<file path="config.mk">
export PLATFORM = sky130hd
export DESIGN_NAME = mac_arbiter
export DESIGN_NICKNAME = d
export VERILOG_FILES = /design/src/rtl/mac_arbiter_pkg.sv /design/src/rtl/mac_arbiter_rr_pick.sv /design/src/rtl/mac_arbiter.sv
export SDC_FILE = /design/constraint.sdc
export NUM_CORES = 1
export LEC_CHECK = 0
export CAP_MARGIN = 20
export CORE_ASPECT_RATIO = 0.5
export CORE_MARGIN = 10
export CORE_UTILIZATION = 25
export DETAILED_ROUTE_END_ITERATION = 10
export PLACE_DENSITY = 0.54
export SLEW_MARGIN = 20
export SYNTH_ARGS = -nofsm -noshare
export SYNTH_HDL_FRONTEND = slang
export SYNTH_SLANG_ARGS = --single-unit
</file>
<file path="constraint.sdc">
create_clock -name clk -period 6.6 [get_ports clk]
set_input_delay 1.98 -clock clk [delete_from_list [all_inputs] [get_ports clk]]
set_output_delay 1.98 -clock clk [all_outputs]
set_load 0.01 [all_outputs]
</file>
<file path="src/rtl/mac_arbiter_pkg.sv">
// Shared defaults and helpers for the round-robin MAC arbiter.
// Holds the parameter defaults and the requester-id width used by the top and rr_pick.
package mac_arbiter_pkg;

    localparam int unsigned N_REQ_DEF = 4;
    localparam int unsigned DW_DEF    = 24;
    localparam int unsigned OW_DEF    = 48;
    localparam int unsigned LAT_DEF   = 2;

    // A single requester still needs a 1-bit id so that no signal ends up zero-width.
    function automatic int unsigned id_width(input int unsigned n);
        return (n > 1) ? $clog2(n) : 1;
    endfunction

    localparam int unsigned ID_W_DEF = id_width(N_REQ_DEF);

endpackage

</file>
<file path="src/rtl/mac_arbiter_rr_pick.sv">
// Round-robin winner search: the first requester at or above rr_ptr, wrapping at N_REQ.
// Purely combinational; gnt is one-hot, or zero when nothing is requested.
module mac_arbiter_rr_pick
    import mac_arbiter_pkg::*;
#(
    parameter int unsigned N_REQ = N_REQ_DEF,
    parameter int unsigned IdW   = id_width(N_REQ)
) (
    input  logic [N_REQ-1:0] req,
    input  logic [IdW-1:0]   rr_ptr,
    output logic [N_REQ-1:0] gnt,
    output logic [IdW-1:0]   winner
);

    logic found;

    always_comb begin
        gnt    = '0;
        winner = '0;
        found  = 1'b0;
        for (int i = 0; i < int'(N_REQ); i++) begin
            int idx;
            idx = int'(rr_ptr) + i;
            if (idx >= int'(N_REQ)) begin
                idx = idx - int'(N_REQ);
            end
            if (!found && req[idx]) begin
                found    = 1'b1;
                gnt[idx] = 1'b1;
                winner   = IdW'(idx);
            end
        end
    end

endmodule

</file>
<file path="src/rtl/mac_arbiter.sv">
// Shares one external A*B+C ALU among N_REQ requesters with round-robin arbitration.
// A tag pipeline follows each issued operation so its result returns to the owning requester.
module mac_arbiter
    import mac_arbiter_pkg::*;
#(
    parameter int unsigned N_REQ = N_REQ_DEF,
    parameter int unsigned DW    = DW_DEF,
    parameter int unsigned OW    = OW_DEF,
    parameter int unsigned LAT   = LAT_DEF
) (
    input  logic                clk,
    input  logic                rst,
    input  logic [N_REQ-1:0]    req,
    input  logic [N_REQ*DW-1:0] a_bus,
    input  logic [N_REQ*DW-1:0] b_bus,
    input  logic [N_REQ*DW-1:0] c_bus,
    input  logic                hold,
    output logic [N_REQ-1:0]    gnt,
    output logic [DW-1:0]       alu_a,
    output logic [DW-1:0]       alu_b,
    output logic [DW-1:0]       alu_c,
    input  logic [OW-1:0]       alu_dout,
    output logic [N_REQ-1:0]    rsp_valid,
    output logic [OW-1:0]       rsp_data,
    output logic                idle
);

    localparam int unsigned IdW = id_width(N_REQ);

    logic [IdW-1:0]   rr_ptr_q, rr_ptr_d;
    logic [DW-1:0]    alu_a_q, alu_a_d;
    logic [DW-1:0]    alu_b_q, alu_b_d;
    logic [DW-1:0]    alu_c_q, alu_c_d;
    logic [OW-1:0]    rsp_data_q, rsp_data_d;
    logic [LAT:0]     tag_vld_q, tag_vld_d;
    logic [IdW-1:0]   tag_id_q [0:LAT];
    logic [IdW-1:0]   tag_id_d [0:LAT];

    logic [N_REQ-1:0] req_elig;
    logic [IdW-1:0]   winner;
    logic             gnt_any;

    // Reset and hold both mask the request vector so no grant can be issued.
    assign req_elig = (rst || hold) ? '0 : req;

    mac_arbiter_rr_pick #(
        .N_REQ (N_REQ),
        .IdW   (IdW)
    ) u_rr_pick (
        .req    (req_elig),
        .rr_ptr (rr_ptr_q),
        .gnt    (gnt),
        .winner (winner)
    );

    assign gnt_any = |gnt;

    always_comb begin
        rr_ptr_d = rr_ptr_q;
        alu_a_d  = alu_a_q;
        alu_b_d  = alu_b_q;
        alu_c_d  = alu_c_q;
        if (gnt_any) begin
            rr_ptr_d = (winner == IdW'(N_REQ - 1)) ? '0 : winner + IdW'(1);
            alu_a_d  = a_bus[winner*DW +: DW];
            alu_b_d  = b_bus[winner*DW +: DW];
            alu_c_d  = c_bus[winner*DW +: DW];
        end
    end

    // Stage k is valid in cycle G+1+k; the final stage is the response cycle G+LAT+1.
    always_comb begin
        tag_vld_d    = {tag_vld_q[LAT-1:0], gnt_any};
        tag_id_d[0]  = winner;
        for (int k = 1; k <= int'(LAT); k++) begin
            tag_id_d[k] = tag_id_q[k-1];
        end
    end

    // The ALU result for a tag is valid one cycle before that tag reaches the last stage.
    always_comb begin
        rsp_data_d = rsp_data_q;
        if (tag_vld_q[LAT-1]) begin
            rsp_data_d = alu_dout;
        end
    end

    always_ff @(posedge clk) begin
        if (rst) begin
            rr_ptr_q   <= '0;
            alu_a_q    <= '0;
            alu_b_q    <= '0;
            alu_c_q    <= '0;
            rsp_data_q <= '0;
            tag_vld_q  <= '0;
            for (int k = 0; k <= int'(LAT); k++) begin
                tag_id_q[k] <= '0;
            end
        end else begin
            rr_ptr_q   <= rr_ptr_d;
            alu_a_q    <= alu_a_d;
            alu_b_q    <= alu_b_d;
            alu_c_q    <= alu_c_d;
            rsp_data_q <= rsp_data_d;
            tag_vld_q  <= tag_vld_d;
            for (int k = 0; k <= int'(LAT); k++) begin
                tag_id_q[k] <= tag_id_d[k];
            end
        end
    end

    always_comb begin
        rsp_valid = '0;
        if (tag_vld_q[LAT]) begin
            rsp_valid[tag_id_q[LAT]] = 1'b1;
        end
    end

    assign alu_a    = alu_a_q;
    assign alu_b    = alu_b_q;
    assign alu_c    = alu_c_q;
    assign rsp_data = rsp_data_q;
    assign idle     = ~(|tag_vld_q) & ~gnt_any;

endmodule

</file>
# Word-level counts from Yosys, hierarchy flattened
# Memories as Yosys holds them, arrays and structs flattened.
# Index checks and enable logic that the tools add are counted.
dict set report classes {
  addsub 8
  mul 1
  magnitude_cmp 14
  eq_ne 1
  shifts 3
  n_mux 46
  n_bitwise 9
  reduce_logical 14
}
# op count
set ops {}
lappend ops {{indexed part select 96 x 8 -> 24 bit} 3}
lappend ops {{greater-or-equal comparator 32 x 1 -> 1 bit (second input constant)} 4}
lappend ops {{less-than comparator 32 x 4 -> 1 bit (second input constant)} 4}
lappend ops {{two-way mux 32 bit} 4}
lappend ops {{greater-or-equal comparator 32 x 4 -> 1 bit (second input constant)} 3}
lappend ops {{subtractor 32 x 4 -> 32 bit (second input constant)} 3}
lappend ops {{two-way mux 4 bit} 6}
lappend ops {{two-way mux 1 bit} 19}
lappend ops {{two-way mux 2 bit} 8}
lappend ops {{bitwise OR 4 bit} 3}
lappend ops {{demux 1 bit (select 2 bit)} 5}
lappend ops {{binary-select mux 1 bit (select 2 bit)} 4}
lappend ops {{logical AND 1 bit} 8}
lappend ops {{adder 2 x 2 -> 3 bit (second input constant)} 2}
lappend ops {{multiplier 2 x 2 -> 4 bit (second input constant)} 1}
lappend ops {{OR reduction 4 bit} 1}
lappend ops {{subtractor 2 x 3 -> 4 bit (second input constant)} 1}
lappend ops {{adder 2 x 1 -> 3 bit (second input constant)} 1}
lappend ops {{greater-or-equal comparator 2 x 3 -> 1 bit (second input constant)} 1}
lappend ops {{logical NOT 1 bit} 3}
lappend ops {{less-than comparator 2 x 3 -> 1 bit (second input constant)} 1}
lappend ops {{bitwise OR 1 bit} 3}
lappend ops {{OR reduction 3 bit} 1}
lappend ops {{adder 2 x 1 -> 2 bit (second input constant)} 1}
lappend ops {{5 further kinds} 6}
dict set report totals {
  regBits 125
  ramBits 6
  in_bits 343
  out_inout_bits 129
  word_cells 103
  n_memories 1
}
# memory words word_bits rd rd_clocked_by_memory_dff write_ports line
set memory_table {}
lappend memory_table {tag_id_q 3 2 3 0 3 mac_arbiter.sv:36} ;# logic [IdW-1:0] tag_id_q [0:LAT];

# Longest topological paths before layout
# Gate-level depths: netlist (run 1).
dict set report depth {
  depth_word 18
  depth_mapped 13
  mapped_depth_nobuf 8
}

# By module
# Synthesis (run 1) repeated with hierarchy kept, for this count alone.
dict set report hier_totals {
  cells_unflattened 493
  area_unflattened_um2 6442.4
}
# mod n_inst cells_per_inst area_per_inst_um2 seq_area_each_um2
set modules_own_cells {}
lappend modules_own_cells {mac_arbiter 1 444 5985.7 2622.5}
lappend modules_own_cells {mac_arbiter_rr_pick 1 49 456.7 0.0}

# Least setup slack after synthesis (run 1)
# Ideal clock, no wire load.
dict set report synth_timing {
  kind {input port to output port}
  startpoint {in req[2]}
  endpoint {out idle}
  t_arrival_ns 3.917
  required_ns 4.620
  setup_slack_ns 0.703
  stages 9
  n_path_buf 3
  path_cell_list {buf_2 -> mux4_2 -> nand3b_1 -> a21oi_1 -> a221oi_1 -> and4_1 -> buf_2 -> buf_6 -> nor4b_1}
}
dict set report synth_between {
  elab_chain_len 17
  word_cells_on_any_way 32
  cone_classes {20 x mux; 5 x bitwise; 7 x reduce/logical}
}
# item line
set synth_rtl {}
lappend synth_rtl {{start: declaration} mac_arbiter.sv:13} ;# input logic [N_REQ-1:0] req,
lappend synth_rtl {{two-way mux 4 bit (*)} mac_arbiter.sv:44} ;# assign req_elig = (rst || hold) ? '0 : req;
lappend synth_rtl {{binary-select mux 1 bit (select 2 bit)} mac_arbiter_rr_pick.sv:27} ;# if (!found && req[idx]) begin
lappend synth_rtl {{two-way mux 1 bit (not written as such) (2 in a row)} mac_arbiter_rr_pick.sv:27}
lappend synth_rtl {{two-way mux 1 bit} mac_arbiter_rr_pick.sv:27}
lappend synth_rtl {{logical NOT 1 bit} mac_arbiter_rr_pick.sv:27}
lappend synth_rtl {{logical AND 1 bit} mac_arbiter_rr_pick.sv:27}
lappend synth_rtl {{two-way mux 1 bit} mac_arbiter_rr_pick.sv:27}
lappend synth_rtl {{logical NOT 1 bit} mac_arbiter_rr_pick.sv:27}
lappend synth_rtl {{logical AND 1 bit} mac_arbiter_rr_pick.sv:27}
lappend synth_rtl {{two-way mux 1 bit} mac_arbiter_rr_pick.sv:27}
lappend synth_rtl {{logical NOT 1 bit} mac_arbiter_rr_pick.sv:27}
lappend synth_rtl {{logical AND 1 bit} mac_arbiter_rr_pick.sv:27}
lappend synth_rtl {{two-way mux 4 bit (*)} mac_arbiter_rr_pick.sv:27}
lappend synth_rtl {{OR reduction 4 bit (*)} mac_arbiter.sv:56} ;# assign gnt_any = |gnt;
lappend synth_rtl {{inverter 1 bit (*)} mac_arbiter.sv:123} ;# assign idle = ~(|tag_vld_q) & ~gnt_any;
lappend synth_rtl {{bitwise AND 1 bit (*)} mac_arbiter.sv:123}
lappend synth_rtl {{end: declaration} mac_arbiter.sv:25} ;# output logic idle
# Mark *: on every way between the ends. The rest lies on a longest branch, timed or not. The select of a mux whose other input is x is not followed.

# Worst setup path after layout (run 1)
dict set report layout_timing {
  startpoint {in req[2]}
  endpoint {out gnt[1]}
}
dict set report layout_between {
  elab_chain_len 14
  word_cells_on_any_way 29
  cone_classes {20 x mux; 3 x bitwise; 6 x reduce/logical}
}
# item line
set layout_rtl {}
lappend layout_rtl {{two-way mux 4 bit (*)} mac_arbiter.sv:44}
lappend layout_rtl {{binary-select mux 1 bit (select 2 bit)} mac_arbiter_rr_pick.sv:27}
lappend layout_rtl {{two-way mux 1 bit (not written as such) (2 in a row)} mac_arbiter_rr_pick.sv:27}
lappend layout_rtl {{two-way mux 1 bit} mac_arbiter_rr_pick.sv:27}
lappend layout_rtl {{logical NOT 1 bit} mac_arbiter_rr_pick.sv:27}
lappend layout_rtl {{logical AND 1 bit} mac_arbiter_rr_pick.sv:27}
lappend layout_rtl {{two-way mux 1 bit} mac_arbiter_rr_pick.sv:27}
lappend layout_rtl {{logical NOT 1 bit} mac_arbiter_rr_pick.sv:27}
lappend layout_rtl {{logical AND 1 bit} mac_arbiter_rr_pick.sv:27}
lappend layout_rtl {{two-way mux 1 bit} mac_arbiter_rr_pick.sv:27}
lappend layout_rtl {{logical NOT 1 bit} mac_arbiter_rr_pick.sv:27}
lappend layout_rtl {{logical AND 1 bit} mac_arbiter_rr_pick.sv:27}
lappend layout_rtl {{two-way mux 4 bit (*)} mac_arbiter_rr_pick.sv:27}
lappend layout_rtl {{end: declaration} mac_arbiter.sv:18} ;# output logic [N_REQ-1:0] gnt,
# Marks and branches as above.

==> reports/qor.txt, run 1 <==
status - finished, final reports clean
synthesized area - 8029 um2
Ant. Diodes - 0
HPWL Detailed - 27.91 mm
vias in the first global route - 7492
startpoint class of the critical path - input port
Post-Route WL - 34.53 mm
f_max - 153.2 MHz
CTS root buf - clkbuf_16
die width - 273.4 um
top_reg_cell synth - dfxtp_1
Distinct cells, synth - 46
syn_area_per_cell - 10.85 um2
Non-Filler Instances - 1636
Setup WS pre-CTS - -272.7 ps
sequential share of the synthesized area - 0.3266
Initial DRT Pass Iterations - 4
vias per cell - 4.322
fillcell total - 3002
CTS H-tree depth - 4
final setup vio count - 0
Nets - 1542
pwr dens - 305.2 nW/um2
Initial DRC Count - 283
Seq cells post-synth - 131
GRT Residual Overflow - 0
flop-to-flop setup slack - 2220 ps
Leakage Power - 6.589 nW
worst skew pair latency - 430 ps
Post-Syn Instances - 740
clk buf depth - 2
layout cells sized above 1 - 0.1154
commonest non-fill, non-tap cell in the layout - clkdlybuf4s50_1
worst reg2reg path startpoint - rr_ptr_q[1]$_SDFFE_PP0P_
post-layout min period - 6528 ps
Hold Crit Start - tag_id_q[0][0]$_SDFF_PP0_
final core occ - 0.4343
Fin. Hold Viols - 0
Hold Slack - 441.0 ps
Max Cap Viol - 0
drt wl/cell - 21.11 um
Setup TNS Final - 0 ps
DR DRC count - 0
RD Place Congestion - 0.8866
GR Util All Layers - 0.1661
maximum vdd drop - 275.0 uV
clk sink count - 131
Data required, critical path - 4620 ps
CP Class - input port to output port
Finished Cell Area - 13750 um2
clock skew - 7.021 ps
setup bufs post-CTS - 0
Power Total - 4.196 mW
R2R depth - 10
core area - 31660 um2
TritonCTS clock tree - done
Worst Max-Slew Pin Slew - 996.8 ps
final clock period utilization by the worst path - 0.9891
number of I/O pins - 472
dpl cells - 1603
pin count of the biggest net entering global routing - 77
Starting Density - 0.2536
FF/Latch Area - 2624 um2
synthesis-to-finish area growth - 71.23%
HP Class - flop to flop
Post-synth EDFFs - 0
area occupied by multi-input gates - 5036 um2
die height - 146.7 um
first-pass GRT wire length - 50.08 mm
CP max FO - 8
Port-buffer cells - 471
placed inst area - 13090 um2
Row Count - 46
Hold EP - tag_id_q[0][2]$_SDFF_PP0_
asr flop ratio synth - 0
cts bufs inserted - 17
die footprint - 40120 um2
Critical Path End Type - output port
Crit path arrival time - 4550 ps
Clock Pin Slew Worst Setup and Hold Paths - 60 ps
cell depth of the worst hold path - 1
synth warn - 0
Slew Viols, Final - 0
fin worst setup slack - 72.23 ps
worst rel slew slack - 0.3355
RR Endpoint - alu_a[23]$_SDFFE_PP0P_
most frequent cells in the layout - clkdlybuf4s50_1 (466), mux2i_1 (268), dfxtp_1 (130)
initial antenna violation count - 2
Vias - 7071
Syn Nets - 1091
antenna-violating nets left - 0
synthesized netlist by cell type, drive strengths merged (2+ instances only):
library cell | n | area share
nand2b | 75 | 0.058
nand2 | 5 | 0.0023
and3b | 3 | 0.0033
inv | 9 | 0.0042
nor3b | 4 | 0.0037
o2111ai | 2 | 0.0022
nor4b | 2 | 0.0022
clkbuf | 17 | 0.0079
a31oi | 2 | 0.0016
dfxtp | 131 | 0.33
mux2i | 268 | 0.33
nand3b | 5 | 0.0047
buf | 45 | 0.043
a221oi | 4 | 0.0044
a21oi | 7 | 0.0048
ha | 8 | 0.012
nor2 | 53 | 0.025
mux4 | 2 | 0.0056
nor2b | 7 | 0.0055
mux2 | 74 | 0.13
final cells by class:
class / count / area share
multi-input cells: 538 / 0.3663
repair buffers: 494 / 0.3590
flip-flops and latches: 131 / 0.1908
well taps: 432 / 0.03932
clock buffers: 19 / 0.03294
clock inverters: 13 / 0.009101
inverters: 9 / 0.002457
worst max-delay path by stage:
stage	startpoint	end	slack, ps
2_1_floorplan	req[2]	idle	700
3_3_place_gp	req[3]	idle	-130
3_5_place_dp	req[3]	idle	-270
4_1_cts	req[3]	idle	30
5_1_grt	req[2]	gnt[1]	-10
6_report	req[2]	gnt[1]	70
layer usage:
| layer | vias up | track usage | share of wire |
|---|---|---|---|
| li1 | 3507 | - | - |
| met1 | 3395 | 0.1703 | 0.36 |
| met2 | 129 | 0.3340 | 0.59 |
| met3 | 38 | 0.03143 | 0.029 |
| met4 | 2 | 0.04728 | 0.019 |
| met5 | - | 0 | 0.00046 |
where the power goes:
group | switching (mW) | total (mW) | internal, mW
registers | 0.147 | 1.22 | 1.07
clock network | 0.386 | 0.929 | 0.543
logic | 0.906 | 2.05 | 1.14
critical path, cell delays in order:
cell and delay [ps]:
clkdlybuf4s50_1 490, buf_4 160, or3b_1 350, a2111o_1 460
a21oi_4 230, a221oi_2 120, buf_4 160, inv_1 40
clkdlybuf4s50_1 540
cells by family after synthesis:
logic type / Yosys count / share of synthesized area
compound gates: 23 / 0.02119
xor+xnor: 1 / 0.001091
fa+ha+maj: 8 / 0.01247
buf+inv: 71 / 0.05501
flops: 131 / 0.3266
mux: 344 / 0.4716
simple gates: 162 / 0.1120
flip-flops by register name (all words and copies together) (netlist names):
register / cells
tag_id_q: 6
alu_a: 24
tag_vld_q: 3
alu_c: 24
rsp_data: 48
alu_b: 24
rr_ptr_q: 2
what timing repair did:
action,4_1_cts,5_1_grt
setup endpoints to repair,5,5
pin swaps,0,0
resized for setup,2,10
hold buffers,0,0
No activity file was read; power rests on OpenSTA's default activity.
==> run 2, diff against run 1 <==
Settings changed: CORE_ASPECT_RATIO 0.5 to default.
==> reports/qor.txt, run 2 (same netlist as run 1, synthesis figures left out) <==
status - finished, final reports clean
flop-to-flop setup slack - 2240 ps
clk sink count - 131
clock skew - 14.44 ps
CP max FO - 12
synthesis-to-finish area growth - 70.17%
DR DRC count - 0
max reg flops - 48
CP Class - input port to output port
Post-Route WL - 33.93 mm
fin worst setup slack - 97.15 ps
Non-Filler Instances - 1604
cts bufs inserted - 17
worst skew pair latency - 420 ps
vias per cell - 4.375
CTS root buf - clkbuf_16
Leakage Power - 6.519 nW
pin count of the biggest net entering global routing - 77
vias in the first global route - 7443
worst rel slew slack - 0.3219
CTS H-tree depth - 4
GRT Residual Overflow - 0
Nets - 1540
f_max - 153.8 MHz
Clock Pin Slew Worst Setup and Hold Paths - 50 ps
maximum vdd drop - 201.9 uV
RD Place Congestion - 0.7896
initial antenna violation count - 1
drt wl/cell - 21.15 um
Port-buffer cells - 471
Crit path arrival time - 4520 ps
Fin. Hold Viols - 0
die footprint - 39680 um2
die height - 199.2 um
Hold EP - tag_id_q[0][2]$_SDFF_PP0_
Worst Max-Slew Pin Slew - 1017 ps
layout cells sized above 1 - 0.1123
Critical Path End Type - output port
placed inst area - 13030 um2
GR Util All Layers - 0.1596
Data required, critical path - 4620 ps
Initial DRT Pass Iterations - 4
hold_buf cts - 0
HPWL Detailed - 27.50 mm
core area - 31640 um2
Slew Viols, Final - 0
Power Total - 4.239 mW
Ant. Diodes - 0
cell depth of the worst hold path - 1
antenna-violating nets left - 0
most frequent cells in the layout - clkdlybuf4s50_1 (468), mux2i_1 (268), dfxtp_1 (130)
HP Class - flop to flop
Max Cap Viol - 0
commonest non-fill, non-tap cell in the layout - clkdlybuf4s50_1
worst path cell trace - clkdlybuf4s50_1, buf_4, or3b_1, a2111o_1, a21oi_4, a221oi_1, buf_4, inv_1, clkdlybuf4s50_1
dpl cells - 1572
post-layout min period - 6503 ps
Hold Crit Start - tag_id_q[0][0]$_SDFF_PP0_
final setup vio count - 0
final clock period utilization by the worst path - 0.9853
R2R depth - 10
RR Endpoint - alu_a[8]$_SDFFE_PP0P_
CP max stage delay - 530 ps
Finished Cell Area - 13660 um2
Setup WS pre-CTS - -219.3 ps
TritonCTS clock tree - done
startpoint class of the critical path - input port
RSZ-0062 raised after global routing - true
number of I/O pins - 472
Row Count - 65
Starting Density - 0.2538
clk buf depth - 2
die width - 199.2 um
first-pass GRT wire length - 47.43 mm
worst reg2reg path startpoint - rr_ptr_q[1]$_SDFFE_PP0P_
CP max stage cell - clkdlybuf4s50_1
Initial DRC Count - 212
Hold Slack - 432.8 ps
Vias - 7017
pwr dens - 310.2 nW/um2
==> run 2: changes by cell type in the layout (fill, tap and decap cells not counted), moves of 2 or more <==
cell             delta
inv_8               +3
a221oi_1            +2
a221oi_2            -2
clkdlybuf4s50_1     +2
dlymetal6s2s_1      -2
==> run 2: area by class of cell <==
cell class,count,area [um2]
flip-flops and latches,131,2624
fillers,3115,17970
well taps,402,503.0
multi-input cells,538,5012
repair buffers,492,4883
clock inverters,14,167.7
inverters,9,33.78
clock buffers,18,439.2
==> run 2: routing by layer <==
layer  global-route usage  routed length [um]  up-vias
met5                    0                   0        -
met4              0.03306                 225        0
met3              0.07048                3668       14
met2               0.2764               16720      306
met1               0.1765               13310     3191
li1                     -                   -     3506
==> run 2: metrics by stage <==
step / TNS, ps / util
final: 0 / 0.4319
after global routing: -45.35 / 0.4319
after CTS: 0 / 0.4312
after detailed placement: -512.3 / 0.4118
after global placement: -93.54 / 0.4118
after floorplan: 0 / -
==> run 2: power breakdown <==
group          switching [mW]  internal, mW
sequential              0.151          1.07
combinational           0.895          1.14
clock                   0.404         0.580
total                    1.45          2.79
==> run 2: how the worst max path moves through the flow <==
stage / startpoint / to / depth (start not counted) / slack (ps)
3_3_place_gp: req[3] / idle / 8 / -90
2_1_floorplan: req[2] / idle / 9 / 700
5_1_grt: req[3] / idle / 9 / -50
4_1_cts: req[0] / gnt[1] / 9 / 70
6_report: req[0] / gnt[3] / 9 / 100
3_5_place_dp: req[2] / idle / 9 / -220
==> run 2: critical path: cells and delay by family <==
kind                   cells  cell delay [ps]
AO/OA/AOI/OAI              3              810
AND/OR/NAND/NOR            1              360
buffers and inverters      5             1370
==> run 2: repair_timing <==
item	in CTS	in global routing
gates resized for setup	2	5
buffers inserted	0	0
pin swaps	0	2
setup endpoints to repair	5	5
